--- config.mk ---
export PLATFORM = sky130hd
export DESIGN_NAME = home_tracker
export DESIGN_NICKNAME = d
export VERILOG_FILES = /design/src/rtl/home_tracker_pkg.sv /design/src/rtl/sat_counter.sv /design/src/rtl/home_tracker.sv
export VERILOG_INCLUDE_DIRS = /design/src /design/src/rtl
export SDC_FILE = /design/constraint.sdc
export NUM_CORES = 1
export LEC_CHECK = 0
export ABC_AREA = 1
export ABC_CLOCK_PERIOD_IN_PS = 1320
export CAP_MARGIN = 20
export CORE_ASPECT_RATIO = 0.7
export CORE_MARGIN = 2
export CORE_UTILIZATION = 45
export CTS_CLUSTER_SIZE = 25
export DETAILED_ROUTE_END_ITERATION = 7
export PLACE_DENSITY = 0.74
export SLEW_MARGIN = 20
export SYNTH_ARGS = -nofsm -noshare
export SYNTH_HDL_FRONTEND = slang
export SYNTH_SLANG_ARGS = --single-unit
export TNS_END_PERCENT = 20
--- constraint.sdc ---
create_clock -name clk -period 1.32 [get_ports clk]
set_input_delay 0.132 -clock clk [delete_from_list [all_inputs] [get_ports clk]]
set_output_delay 0.132 -clock clk [all_outputs]
set_load 0.005 [all_outputs]
--- src/rtl/home_tracker_defs.vh ---
// State encodings of the home tracker FSM, shared by the package and any status/report logic.
`ifndef HOME_TRACKER_DEFS_VH
`define HOME_TRACKER_DEFS_VH
`define HT_HOME 2'd0
`define HT_AWAY 2'd1
`define HT_REST 2'd2
`endif

--- src/rtl/home_tracker_pkg.sv ---
// Shared types for the home tracker: FSM state enum built on the common encodings.
`include "home_tracker_defs.vh"

package home_tracker_pkg;
  typedef enum logic [1:0] {
    ST_HOME = `HT_HOME,
    ST_AWAY = `HT_AWAY,
    ST_REST = `HT_REST,
    ST_BAD  = 2'd3
  } ht_state_e;
endpackage

--- src/rtl/sat_counter.sv ---
// Saturating up-counter: clear, load-to-1 and increment that sticks at MAX.
module sat_counter #(
  parameter int          W   = 8,
  parameter logic [W-1:0] MAX = '1
) (
  input  logic         clk,
  input  logic         rst,
  input  logic         clr,
  input  logic         load1,
  input  logic         inc,
  output logic [W-1:0] cnt
);
  always_ff @(posedge clk) begin
    if (rst || clr)             cnt <= '0;
    else if (load1)             cnt <= W'(1);
    else if (inc && cnt < MAX)  cnt <= cnt + W'(1);
  end
endmodule

--- src/rtl/home_tracker.sv ---
// Watches the schedule FSM's home/tired outputs: trip timing, day count and
// rest enforcement after a run of tired arrivals.
module home_tracker
  import home_tracker_pkg::*;
#(
  parameter int AWAY_W      = 8,
  parameter int DAY_W       = 8,
  parameter int TIRED_LIMIT = 3,
  parameter int REST_CYCLES = 4
) (
  input  logic              clk,
  input  logic              rst,
  input  logic              home,
  input  logic              tired,
  output logic              leave,
  output logic              arrive,
  output logic [AWAY_W-1:0] away_cnt,
  output logic [AWAY_W-1:0] last_away,
  output logic [DAY_W-1:0]  days,
  output logic              rest_req,
  output logic [1:0]        state
);
  localparam int SW = $clog2(TIRED_LIMIT + 1);
  localparam int TW = $clog2(REST_CYCLES + 1);

  ht_state_e     st;
  logic          home_d;
  logic [SW-1:0] streak;
  logic [TW-1:0] rest_tmr;
  logic          depart, arrival, streak_hit, rest_done;

  // Leaving REST early counts as a normal departure.
  assign depart     = !home && (st == ST_HOME || st == ST_REST);
  assign arrival    = home && !home_d && (st == ST_AWAY);
  assign streak_hit = tired && (32'(streak) + 1 >= TIRED_LIMIT);
  assign rest_done  = (st == ST_REST) && home && (rest_tmr == TW'(1));

  sat_counter #(.W(AWAY_W)) u_away (
    .clk   (clk),
    .rst   (rst),
    .clr   (arrival || st == ST_BAD),
    .load1 (depart),
    .inc   (st == ST_AWAY && !home),
    .cnt   (away_cnt)
  );

  sat_counter #(.W(SW), .MAX(SW'(TIRED_LIMIT))) u_streak (
    .clk   (clk),
    .rst   (rst),
    .clr   ((arrival && !tired) || rest_done),
    .load1 (1'b0),
    .inc   (arrival && tired),
    .cnt   (streak)
  );

  always_ff @(posedge clk) begin
    if (rst) begin
      st        <= ST_HOME;
      home_d    <= 1'b1;
      leave     <= 1'b0;
      arrive    <= 1'b0;
      last_away <= '0;
      days      <= '0;
      rest_req  <= 1'b0;
      rest_tmr  <= '0;
    end else begin
      home_d <= home;
      leave  <= depart;
      arrive <= arrival;
      case (st)
        ST_HOME: if (!home) st <= ST_AWAY;
        ST_AWAY: begin
          if (arrival) begin
            last_away <= away_cnt;
            days      <= days + DAY_W'(1);
            if (streak_hit) begin
              st       <= ST_REST;
              rest_req <= 1'b1;
              rest_tmr <= TW'(REST_CYCLES);
            end else begin
              st <= ST_HOME;
            end
          end
        end
        ST_REST: begin
          // rest_req deliberately survives a violation; only a full countdown clears it.
          if (home) begin
            rest_tmr <= rest_tmr - TW'(1);
            if (rest_done) begin
              st       <= ST_HOME;
              rest_req <= 1'b0;
            end
          end else begin
            st       <= ST_AWAY;
            rest_tmr <= '0;
          end
        end
        default: st <= ST_HOME;
      endcase
    end
  end

  assign state = st;
endmodule

# After elaboration in Yosys (flattened, before gate mapping)
# Index checks and enable logic that the tools add are counted.
[word_totals]
ff_bits = 35
word_cells = 73
output_inout_bits = 29
[classes]
eq_ne = 10
order_cmp = 3
add_sub_neg = 5
mux = 17
n_reduce_logical = 27
[ops]
columns = ["cell", "n"]
rows = [
  ["adder 8 x 1 -> 8 bit (second input constant)", 2],
  ["logical AND 1 bit", 11],
  ["2-to-1 mux 2 bit", 5],
  ["inequality test 2 bit (second input constant)", 5],
  ["2-to-1 mux 3 bit", 3],
  ["less-than comparator 8 bit (second input constant)", 1],
  ["2-to-1 mux 1 bit", 6],
  ["one-hot mux 2 bit (3 select lines)", 1],
  ["one-hot mux 3 bit (2 select lines)", 1],
  ["AND reduction 3 bit", 2],
  ["logical OR 1 bit", 5],
  ["AND reduction 5 bit", 1],
  ["== test 2 bit (second input constant)", 2],
  ["nonzero test 2 bit", 2],
  ["adder 2 x 1 -> 3 bit (second input constant)", 1],
  ["== test 3 x 1 -> 1 bit (second input constant)", 1],
  [">= comparator 3 x 2 -> 1 bit (second input constant)", 1],
  ["zero test 1 bit", 3],
  ["inequality test 3 bit (second input constant)", 1],
  ["subtractor 3 x 1 -> 3 bit (second input constant)", 1],
  ["adder 2 x 1 -> 2 bit (second input constant)", 1],
  ["== test 2 x 1 -> 1 bit (second input constant)", 1],
  ["zero test 2 bit", 1],
  ["less-than comparator 2 bit (second input constant)", 1],
  ["other kinds (3)", 3],
]

# Longest topological paths before layout
[logic_depth]
depth_word = 6
depth_mapped = 8
depth_no_buf = 8

# Hierarchy
# Synthesis repeated with hierarchy kept, for this count alone.
[hier_totals]
cells_unflattened = 241
area_unflattened_um2 = 1726.7
[modules_own_cells]
columns = ["mod", "seq_area_each_um2", "cells_per_inst", "n_inst", "area_each_um2"]
rows = [
  ["home_tracker", 500.5, 153, 1, 1141.1],
  ["sat_counter (u_away)", 160.2, 70, 1, 464.2],
  ["sat_counter (u_streak)", 40.0, 18, 1, 121.4],
]

# Worst setup path before layout
# Ideal clock, no wire load.
[synth_timing]
path_kind = "register to register"
start = "register u_away.cnt[0]"
end = "register u_away.cnt[7]"
path_slack_ps = -43
setup_ps = 113
t_arrival_ps = 1250
n_path_buf = 0
stages_incl_launch_ff = 9
t_required_ps = 1207
synth_period_minus_slack_ps = 1363
cell_sequence = "dfxtp_1 > ha_1 > nand2_1 > nor2_1 > nand2_1 > nand2_2 > nor2_1 > nor2_1 > nor2_1"
[synth_via]
elab_chain_len = 2
word_cells_on_any_way = 3
[synth_rtl]
columns = ["item", "line_no", "rtl"]
rows = [
  ["from (decl)", "sat_counter.sv:11", "output logic [W-1:0] cnt"],
  ["from (signal assigned)", "sat_counter.sv:16", "else if (inc && cnt < MAX) cnt <= cnt + W'(1);"],
  ["less-than comparator 8 bit", "sat_counter.sv:16", ""],
  ["logical AND 1 bit", "sat_counter.sv:16", ""],
]
# Several ways; a longest one is shown, not always the timed one.
# A chain may end at the register's enable or synchronous reset.

# Worst setup path after layout
[layout_timing]
start = "register days[6]"
end = "output port days[6]"
[layout_lines]
columns = ["item", "line_no", "rtl"]
rows = [
  ["from (decl)", "home_tracker.sv:19", "output logic [DAY_W-1:0] days,"],
  ["from (signal assigned)", "home_tracker.sv:75", "days <= days + DAY_W'(1);"],
]
# No word-level cell between the ends.

==> results.tsv <==
metric	value	unit
finalCriticalPeriod	1300	ps
cp_data_arrival_time	1170	ps
peakVddDrop	0.000879	V
clk_pin_slew	80	ps
fin_util	68.6	%
maxCapViolations	0	
reg2reg_depth	8	
syn_area	1640	µm²
area_growth	47.0	%
crit_path_cell_trace	clkdlybuf4s50_1	
antenna_found_initial	0	
grt_max_degree	13	
dieArea	4150	µm²
fp.dieW	76.1	µm
required	1190	ps
path_depth	1	
worstSetupPathType	register to primary output	
syn_avg_cell_area	7.06	µm²
synth_fa_ha_area_share	5.34	%
ys_seq_elements	35	
max_freq	0.771	GHz
diodes	0	
initial_core_util	46.7	%
ys_types	20	
dp_slack	-153	ps
power_density	834	nW/µm²
yosys.area_share.simple	31.4	%
wl_per_cell	11.1	µm
place.port_buffers	32	
min_delay_path_depth	2	
grt_usage	20.2	%
setup_tns	0	ps
hold_viol_final	0	
cp-end-kind	primary output	
synthMuxAreaShare	0	%
syn_inst	232	
yosysSeqAreaShare	42.7	%
drtIter0Drc	90	
synth_top_family_by_area	simple AND/OR/NAND/NOR gates	
gp_congestion	0.853	
totalWireLength	3870	µm
synth.area.top_cells	dfxtp_1 (43%), nand2_1 (14%), inv_1 (7.6%)	
cts.path.max_buffers	2	
max_stage_delay	510	ps
rsz0062_at_grt	true	
dp_hpwl	2830	µm
grt_pass1_wl	6450	µm
crit_fanout	5	
hp-class	register to register	
drive_gt1_share	23.7	%
start_kind	register	
yosys.area_share.xor_xnor	1.60	%
final_cell_area	2410	µm²
dpl-instance-area	2250	µm²
clock-sinks	35	
cp_top_family	buffers and inverters	
tritoncts	built	
coreArea	3510	µm²
worst_slew_pin_slew	241	ps
crit_slowest_cell	clkdlybuf4s50_1	
final_nets	309	
cp_num_buf_inv	1	
fin_skew	9.74	ps
first_pass_iters	4	
grt_pass1_vias	1446	
vias	1620	
n_fill_cell	302	
drtAntennaViolNets	0	
netlist.area_leader.share	42.7	%
ys_warn_count	0	
synth-compound-area-share	10.8	%
viasPerCell	4.64	
setup_viol	0	
fin_crit_sh	98.3	%
maxSlewHeadroom	83.9	%
p_leak	1.14	nW
final_max_slew_viol_count	0	
cts_setup_buffers	0	
fin_ws	22.6	ps
io_pins	33	
cts_buffers	5	
grt_overflow	0	
die_y	54.5	µm
cts_hold_buf	0	
clock_latency	290	ps
route.detailed.drc	0	
rows	18	
cts-root-buf	clkbuf_8	
cts-htree-levels	2	
status	completed	
synth_top_area_cell	dfxtp_1	
synth_nets	243	
-- power breakdown --
group	switching, mW	internal [mW]
clock	0.405	0.367
combinational	0.0868	0.0804
sequential	0.00786	1.06
-- layout by cell type, fill, tap and decap left out, types with 3 or more instances in the layout --
cell type	count
buf_4	28
nor2_4	3
nor2_1	29
nand2_1	56
inv_1	33
nand2_2	5
a21oi_1	14
dlygate4sd2_1	4
dfxtp_1	16
dlymetal6s2s_1	6
nand4_1	5
clkdlybuf4s50_1	22
ha_1	6
dfxtp_2	17
o21ai_0	11
clkbuf_8	5
nand3_1	15
a22o_1	3
-- cell type report --
type	instances	area (µm²)	area share (%)
Clock buffer	5	68.8	2.86
Inverter	33	124	5.14
Tap cell	50	62.6	2.60
Timing Repair Buffer	61	561	23.3
Clock inverter	3	20.0	0.831
Sequential cell	35	729	30.3
Multi-Input combinational cell	162	845	35.0
-- registers in the layout (all words and copies together) (netlist names) --
signal        cells
home_d            1
state             2
days              8
rest_tmr          3
u_streak.cnt      2
arrive            1
rest_req          1
last_away         8
u_away.cnt        8
leave             1
-- cell usage after synthesis, drive strengths merged --
cell type  count
xnor2          1
xor2           2
nor3           1
a21oi         14
nor2          34
and3           1
buf            2
o21ai         13
ha             7
nand2         63
dfxtp         35
inv           33
a22o           3
nand4          5
o21bai         2
nand3         16
-- cell families (layout without fill, tap and decap cells) --
logic type,count (synthesis),in the layout
DFF,35,35
AOI/OAI and AO/OA,32,32
xor gates and xnor gates,3,3
buffers and inverters,35,102
adders and majority gates,7,7
and+or+nand+nor,120,120
-- stage by stage --
step	instances	hold slack, ps	power (mW)
finish	349	456	2.01
floorplan	232	270	1.17
CTS	349	461	2.03
global placement	341	445	1.26
global route	349	489	2.10
detailed placement	341	447	1.27
-- path summary, 6_finish.rpt --
kind	startpoint	slack, ps	endpoint
setup / recovery	days[6]	20	days[6]
hold / removal	last_away[0]	460	last_away[0]
setup reg to reg	u_away.cnt[0]	80	u_away.cnt[7]
hold reg to reg	last_away[0]	460	last_away[0]
-- metal layers --
| metal | track usage, % | wire (µm) | vias up |
|---|---|---|---|
| li1 | - | - | 868 |
| met1 | 26.8 | 2020 | 718 |
| met2 | 32.9 | 1670 | 32 |
| met3 | 5.45 | 163 | 2 |
| met4 | 6.36 | 16 | 0 |
| met5 | 0 | 0 | - |
-- repair_timing --
| item | in CTS | in global routing |
|---|---|---|
| pin swaps | 0 | 2 |
| gates resized for setup | 20 | 23 |
| endpoints found under the setup margin | 19 | 29 |
No activity file was read; power rests on OpenSTA's default activity.
